File: config.mk
export PLATFORM = sky130hd
export DESIGN_NAME = intt_butterfly_flat
export DESIGN_NICKNAME = d
export VERILOG_FILES = /design/src/rtl/intt_butterfly_if.sv /design/src/rtl/intt_butterfly.sv /design/src/flat_wrapper.sv
export SDC_FILE = /design/constraint.sdc
export NUM_CORES = 2
export LEC_CHECK = 0
export ABC_AREA = 1
export CAP_MARGIN = 20
export CORE_ASPECT_RATIO = 1.25
export CORE_UTILIZATION = 45
export CTS_CLUSTER_SIZE = 40
export DETAILED_ROUTE_END_ITERATION = 10
export PLACE_DENSITY = 0.59
export SETUP_SLACK_MARGIN = 0.15
export SYNTH_ARGS = -nofsm -noshare
export SYNTH_HDL_FRONTEND = slang
export SYNTH_SLANG_ARGS = --single-unit
File: constraint.sdc
create_clock -name clk -period 21.7 [get_ports clk]
set_input_delay 4.34 -clock clk [delete_from_list [all_inputs] [get_ports clk]]
set_output_delay 4.34 -clock clk [all_outputs]
set_load 0.005 [all_outputs]
File: src/rtl/intt_butterfly_if.sv
`default_nettype none
// +--------------------------------------------------------------------+
// | intt_butterfly_if : stream bus of the inverse GS butterfly (in/out) |
// | rev 1.0                                                            |
// +--------------------------------------------------------------------+
interface intt_butterfly_if #(
  parameter int W = 16
);
  logic                in_valid;
  logic                in_ready;
  logic                mode_scale_i;
  logic signed [W-1:0] coeff_a_i;
  logic signed [W-1:0] coeff_b_i;
  logic signed [W-1:0] twiddle_i;
  logic                out_valid;
  logic                out_ready;
  logic        [W-1:0] coeff_a_o;
  logic        [W-1:0] coeff_b_o;

  modport master (
    output in_valid, mode_scale_i, coeff_a_i, coeff_b_i, twiddle_i, out_ready,
    input  in_ready, out_valid, coeff_a_o, coeff_b_o
  );

  modport slave (
    input  in_valid, mode_scale_i, coeff_a_i, coeff_b_i, twiddle_i, out_ready,
    output in_ready, out_valid, coeff_a_o, coeff_b_o
  );
endinterface
`default_nettype wire

File: src/rtl/intt_butterfly.sv
`default_nettype none
// +--------------------------------------------------------------------+
// | intt_butterfly : 3-stage Gentleman-Sande butterfly, mod Q, Montgomery|
// | rev 1.0                                                            |
// +--------------------------------------------------------------------+
module intt_butterfly #(
  parameter int W    = 16,
  parameter int Q    = 3329,
  parameter int QINV = 62209
) (
  input  wire logic       clk,
  input  wire logic       rst_n,
  intt_butterfly_if.slave bus,
  output logic            busy_o
);
  localparam int                 WP1    = W + 1;
  localparam int                 W2     = 2 * W;
  localparam logic signed [W:0]  C_QE   = WP1'(Q);
  localparam logic signed [W2-1:0] C_QW = W2'(Q);
  localparam logic [W-1:0]       C_QINV = W'(QINV);

  // Single conditional correction brings [-Q,2Q) into [0,Q).
  function automatic logic signed [W:0] reduce_in(input logic signed [W-1:0] x);
    logic signed [W:0] v;
    v = {x[W-1], x};
    if (v < 0)          v = v + C_QE;
    else if (v >= C_QE) v = v - C_QE;
    return v;
  endfunction

  function automatic logic [W-1:0] mont(input logic signed [W2-1:0] t);
    logic        [W-1:0]  m;
    logic signed [W-1:0]  u;
    logic signed [W2-1:0] r;
    m = t[W-1:0] * C_QINV;
    u = m;
    r = (t - u * C_QW) >>> W;
    if (r < 0) r = r + C_QW;
    return r[W-1:0];
  endfunction

  logic                 s1_valid_q, s2_valid_q, s3_valid_q;
  logic                 adv;
  logic [W-1:0]         s1_sum_q, s1_diff_q, s1_tw_q;
  logic                 s1_mode_q;
  logic signed [W2-1:0] s2_pa_q, s2_pb_q;
  logic [W-1:0]         s2_sum_q;
  logic                 s2_mode_q;
  logic [W-1:0]         s3_a_q, s3_b_q;

  logic signed [W:0]    ra, rb, sum_x, diff_x;
  logic [W-1:0]         s1_sum_d, s1_diff_d;
  logic signed [W2-1:0] s2_pa_d, s2_pb_d;
  logic [W-1:0]         s3_a_d, s3_b_d;

  // A full S3 that is not being drained stalls the whole pipe.
  assign adv          = !s3_valid_q || bus.out_ready;
  assign bus.in_ready = adv;

  always_comb begin
    ra     = reduce_in(bus.coeff_a_i);
    rb     = reduce_in(bus.coeff_b_i);
    sum_x  = ra + rb;
    if (sum_x >= C_QE) sum_x = sum_x - C_QE;
    diff_x = ra - rb;
    if (diff_x < 0) diff_x = diff_x + C_QE;
    s1_sum_d  = sum_x[W-1:0];
    s1_diff_d = diff_x[W-1:0];
    s2_pa_d   = $signed({{W{1'b0}}, s1_sum_q})  * $signed({{W{1'b0}}, s1_tw_q});
    s2_pb_d   = $signed({{W{1'b0}}, s1_diff_q}) * $signed({{W{1'b0}}, s1_tw_q});
    s3_b_d    = mont(s2_pb_q);
    s3_a_d    = s2_mode_q ? mont(s2_pa_q) : s2_sum_q;
  end

  always_ff @(posedge clk) begin
    if (!rst_n) begin
      s1_valid_q <= 1'b0;
      s2_valid_q <= 1'b0;
      s3_valid_q <= 1'b0;
      s1_sum_q   <= '0;
      s1_diff_q  <= '0;
      s1_tw_q    <= '0;
      s1_mode_q  <= 1'b0;
      s2_pa_q    <= '0;
      s2_pb_q    <= '0;
      s2_sum_q   <= '0;
      s2_mode_q  <= 1'b0;
      s3_a_q     <= '0;
      s3_b_q     <= '0;
    end else if (adv) begin
      s1_valid_q <= bus.in_valid;
      s1_sum_q   <= s1_sum_d;
      s1_diff_q  <= s1_diff_d;
      s1_tw_q    <= bus.twiddle_i;
      s1_mode_q  <= bus.mode_scale_i;
      s2_valid_q <= s1_valid_q;
      s2_pa_q    <= s2_pa_d;
      s2_pb_q    <= s2_pb_d;
      s2_sum_q   <= s1_sum_q;
      s2_mode_q  <= s1_mode_q;
      s3_valid_q <= s2_valid_q;
      s3_a_q     <= s3_a_d;
      s3_b_q     <= s3_b_d;
    end
  end

  assign bus.out_valid = s3_valid_q;
  assign bus.coeff_a_o = s3_a_q;
  assign bus.coeff_b_o = s3_b_q;
  assign busy_o        = s1_valid_q | s2_valid_q | s3_valid_q;
endmodule
`default_nettype wire

File: src/flat_wrapper.sv
// flat-port wrapper written by rule: the top's interface ports become plain ports
module intt_butterfly_flat 
#(
  parameter int W    = 16,
  parameter int Q    = 3329,
  parameter int QINV = 62209
)
  (clk, rst_n, busy_o, bus_in_valid, bus_mode_scale_i, bus_coeff_a_i, bus_coeff_b_i, bus_twiddle_i, bus_out_ready, bus_in_ready, bus_out_valid, bus_coeff_a_o, bus_coeff_b_o);
  intt_butterfly_if #(.W(W)) bus_i ();
  input  wire logic clk;
  input  wire logic rst_n;
  output logic busy_o;
  input wire logic [$bits(bus_i.in_valid)-1:0] bus_in_valid;
  input wire logic [$bits(bus_i.mode_scale_i)-1:0] bus_mode_scale_i;
  input wire logic [$bits(bus_i.coeff_a_i)-1:0] bus_coeff_a_i;
  input wire logic [$bits(bus_i.coeff_b_i)-1:0] bus_coeff_b_i;
  input wire logic [$bits(bus_i.twiddle_i)-1:0] bus_twiddle_i;
  input wire logic [$bits(bus_i.out_ready)-1:0] bus_out_ready;
  output wire logic [$bits(bus_i.in_ready)-1:0] bus_in_ready;
  output wire logic [$bits(bus_i.out_valid)-1:0] bus_out_valid;
  output wire logic [$bits(bus_i.coeff_a_o)-1:0] bus_coeff_a_o;
  output wire logic [$bits(bus_i.coeff_b_o)-1:0] bus_coeff_b_o;
  assign bus_i.in_valid = bus_in_valid;
  assign bus_i.mode_scale_i = bus_mode_scale_i;
  assign bus_i.coeff_a_i = bus_coeff_a_i;
  assign bus_i.coeff_b_i = bus_coeff_b_i;
  assign bus_i.twiddle_i = bus_twiddle_i;
  assign bus_i.out_ready = bus_out_ready;
  assign bus_in_ready = bus_i.in_ready;
  assign bus_out_valid = bus_i.out_valid;
  assign bus_coeff_a_o = bus_i.coeff_a_o;
  assign bus_coeff_b_o = bus_i.coeff_b_o;
  intt_butterfly #(.W(W), .Q(Q), .QINV(QINV)) u_core (.clk(clk), .rst_n(rst_n), .bus(bus_i), .busy_o(busy_o));
endmodule
# Yosys cells after proc, flatten, opt, wreduce, memory -nomap -nowiden
# Cells that the tools add are included.
[totals]
reg_bits = 165
in_bits = 53
elab_cells = 52
[op_classes]
add_sub_neg = 12
multipliers = 6
order_cmp = 8
n_mux = 9
bitwise = 2
n_reduce_logical = 2
[ops]
columns = ["operator", "count"]
rows = [
  ["$mux W16", 5],
  ["$mux W17", 4],
  ["$lt A16 B1 Y1 const B", 4],
  ["$mul A16 B16 Y32", 2],
  ["$sub A32 B29 Y32", 2],
  ["$mul A16 B13 Y29 const B", 2],
  ["$add A16 B13 Y16 const B", 3],
  ["$add A16 B13 Y17 const B", 2],
  ["$sub A16 B13 Y17 const B", 2],
  ["$ge A16 B13 Y1 const B", 2],
  ["$mul A16 B13 Y16 const B", 2],
  ["$add A17 B17 Y17", 1],
  ["$ge A17 B13 Y1 const B", 1],
  ["$lt A17 B1 Y1 const B", 1],
  ["$sub A17 B17 Y17", 1],
  ["$sub A16 B13 Y16 const B", 1],
  ["$or A1 B1 Y1", 2],
  ["$logic_not A1 Y1", 1],
  ["$logic_or A1 B1 Y1", 1],
]

# Longest topological paths before layout
[logic_depth]
ltp_word = 6
depth_mapped = 42
ltp_nobuf = 42

# Worst setup path after synthesis
# OpenSTA, ideal clock, no wires.
[synth_timing]
path_kind = "input-to-output"
from = "in bus_out_ready"
to = "out bus_in_ready"
t_arrival_ps = 5250
required_ps = 17360
setup_slack_ps = 12110
stages = 4
path_buffers = 2
cell_sequence = "nor2_1 > clkinv_1 > clkbuf_1 > clkbuf_1"
[synth_between]
elab_chain_len = 1
[synth_lines]
columns = ["item", "line", "rtl"]
rows = [
  ["start, declared", "flat_wrapper.sv:18", "input wire logic [$bits(bus_i.out_ready)-1:0] bus_out_ready;"],
  ["$logic_or A1 B1 Y1", "intt_butterfly.sv:57", "assign adv = !s3_valid_q || bus.out_ready;"],
  ["end, declared", "flat_wrapper.sv:19", "output wire logic [$bits(bus_i.in_ready)-1:0] bus_in_ready;"],
]
# Every way passes these cells.

# Worst setup path after layout
# Ends and elaborated chain as after synthesis.

==> metrics.txt <==
Gate Count Post-Synth=5475; Synth Register Bits=165; Final period util=50.2%; # hold bufs at CTS=0; Syn Area/Cell=7.12 sq um; required time worst endpoint=17360 ps; cell area after placement=40700 sq um; Post-Syn Area=39000 sq um; f_max=91.7 MHz; crit end category=primary output; hold_ws=476 ps; Post-synth EDFFs=0; final non-filler cell area=41300 sq um; Max clock buf depth=2; final setup fails=0; DRT Pass-1 Iters=7; Syn Nets=6579; starting density of the core=45.5%; DR vias/cell=4.97; fin crit period=10900 ps; post-route ant nets=0; Setup Crit Path Kind=input pin to primary output; Async SR Flop Fraction=0%; overall routing resource usage=23.7%; CTS clk-pin slew, worst paths=80 ps; CP max-delay cell=inv_6; post-synth top area share=25.8%; Yosys cell types=66; CTS resizes=0; I/O Pins=88; Die H=331 microns; Hold Path Depth=2; crit-path cells=clkdlybuf4s50_1 -> nor2_4 -> buf_4 -> inv_6 -> clkdlybuf4s50_1; post-synth top area cell=fa_1; wire length per cell=15.3 microns; CTS root buffer=clkbuf_16; pin count of the biggest net entering global routing=109; Nets=6508; Placer Congestion=0.923; Multi-input gate area=29600 sq um; max_cap viols=0; worst r2r src=u_core.s2_pa_q[1]$_SDFFE_PN0P_; CTS Sinks=165; dpl hpwl=81.9 mm; crit path DAT=6560 ps; run status=completed; overflow left after global routing=0; setup TNS=0 ps; number of global-route vias before repair=32992; antenna cells=0; Rows=120; initial antenna violation count=1; Detailed Route Iter0 Violations=1625; final WL=100 mm; Slew Viols, Final=0; Layout area overhead=5.91%; Ys Warns=0; Hold EP=u_core.bus.coeff_b_o[5]$_SDFFE_PN0P_; core area=85700 sq um; CTS HTree Levels=4; die width=265 microns; measured slew at the worst slew-check pin=1050 ps; Fin. Hold Viols=0; Clock Skews=16.7 ps; DRC=0; total die area=87800 sq um; Worst Path Max Fanout=108; relative slew slack=29.0%; hold path start=u_core.bus.coeff_b_o[5]$_SDFFE_PN0P_; Hold Path Class=flop to flop; Layout fillers=8819; TritonCTS clock tree=done; vias=32650; FF/Latch Area=3300 sq um; post-synthesis sequential area ratio=8.48%; Reg2Reg Depth=35; ys flop type=dfxtp_1; Buffers on Ports=87; worst reg-to-reg setup slack=12330 ps; most used cell, CP=clkdlybuf4s50_1; cts bufs inserted=17; Largest stage delay, worst path=660 ps; worst skew pair latency=500 ps; RSZ-0062 raised after global routing=no; global-route wire length before repair=167 mm; layout cell share with drive strength beyond 1=2.58%; top cells by area, synth=fa_1, ha_1, inv_1; worst r2r dst=u_core.bus.coeff_a_o[3]$_SDFFE_PN0P_; post-CTS setup buffers=0; startpoint types=input pin
==> cell families (layout without fill, tap and decap cells) <==
logic type	Yosys count	count (layout)	share of synthesized area [%]
compound gates	570	570	8.44
xor+xnor	160	160	3.67
fa+ha+maj	1051	1051	43.4
buf+inv	1593	1535	15.5
flops	165	165	8.48
mux	1	1	0.0289
simple gates	1935	1935	20.4
==> layer usage <==
metal  routed length, microns  vias up  part of all wire [%]  global-route usage [%]
li1                         -    16407                     -                       -
met1                    45300    15545                    45                    30.4
met2                    49400      556                    49                    42.0
met3                     2950      142                   2.9                    1.92
met4                     2850        0                   2.8                    7.97
met5                        0        -                     0                       0
==> layout by cell type, fill, tap and decap left out, types with 4 or more instances in the layout <==
cell type / synthesis / final
o211ai_1: 49 / 49
a21boi_0: 5 / 5
or2_2: 4 / 4
a211oi_1: 5 / 5
clkdlybuf4s50_1: 0 / 86
nor3_1: 35 / 35
inv_2: 15 / 15
o21ai_0: 213 / 213
xor2_2: 4 / 4
o221ai_1: 5 / 5
o22ai_1: 7 / 7
nor2_1: 299 / 298
and2_1: 5 / 5
nand3_1: 242 / 242
fa_1: 503 / 503
nor2_2: 9 / 9
dfxtp_1: 165 / 164
xor2_1: 103 / 103
a21oi_2: 4 / 4
inv_1: 1365 / 1365
o21ai_1: 9 / 9
a21oi_1: 185 / 185
buf_4: 7 / 32
nand2_2: 13 / 13
inv_6: 0 / 6
xnor2_1: 53 / 51
a21o_1: 12 / 12
nand2_1: 1250 / 1250
a31oi_1: 15 / 15
o21bai_1: 32 / 32
ha_1: 548 / 548
nand3b_1: 8 / 8
o31ai_1: 8 / 8
clkbuf_16: 0 / 17
nor4_1: 4 / 4
nand4_1: 48 / 48
inv_8: 0 / 4
nand3_2: 5 / 5
==> cell type report <==
cell class / count / share of cell area [%]
multi-input cells: 3717 / 71.8
inverters: 1385 / 12.6
flip-flops and latches: 165 / 8.01
well taps: 1159 / 3.51
repair buffers: 118 / 2.67
clock buffers: 18 / 1.06
clock inverters: 14 / 0.327
==> Yosys cell counts, drive strengths merged (15+ instances only) <==
| cell type | count |
|---|---|
| o21bai | 32 |
| xnor2 | 53 |
| nand4 | 50 |
| a21oi | 190 |
| a31oi | 15 |
| o21ai | 223 |
| dfxtp | 165 |
| nor2 | 308 |
| buf | 25 |
| clkbuf | 183 |
| inv | 1380 |
| fa | 503 |
| xor2 | 107 |
| nor3 | 37 |
| ha | 548 |
| nand2 | 1266 |
| nand3 | 247 |
| o211ai | 49 |
==> worst max-delay path by stage <==
stage                  start      endpoint  slack (ps)  depth (start not counted)
6_report       bus_out_ready  bus_in_ready       10800                          5
5_1_grt        bus_out_ready  bus_in_ready       10650                          5
4_1_cts        bus_out_ready  bus_in_ready       10780                          5
3_5_place_dp   bus_out_ready  bus_in_ready       10790                          5
3_3_place_gp   bus_out_ready  bus_in_ready       10780                          5
2_1_floorplan  bus_out_ready  bus_in_ready       12110                          4
==> critical path, delay by kind of cell <==
family | cells | cell delay, ps
AND/OR/NAND/NOR | 1 | 40
buffers and inverters | 4 | 2110
==> sequential cells by signal (all words and copies together), names as in the netlist <==
register and flops:
u_core.s2_valid_q 1, u_core.s1_mode_q 1, u_core.bus.out_valid 1, u_core.s2_pb_q 32, u_core.s2_pa_q 32, u_core.s1_diff_q 16
u_core.s1_sum_q 16, u_core.s2_sum_q 16, u_core.s2_mode_q 1, u_core.s1_tw_q 16, u_core.bus.coeff_b_o 16, u_core.bus.coeff_a_o 16
u_core.s1_valid_q 1
==> through the flow <==
stage / instances / worst slack (ps) / util [%]
global placement: 6544 / 10780 / 47.5
global route: 6576 / 10650 / 48.1
finish: 6576 / 10800 / 48.1
CTS: 6576 / 10780 / 48.1
detailed placement: 6544 / 10790 / 47.5
floorplan: 5475 / 12110 / -
Power is left out: the tool's default activity adds up to more than one toggle a clock period on the data nets, which glitch-free logic cannot reach.
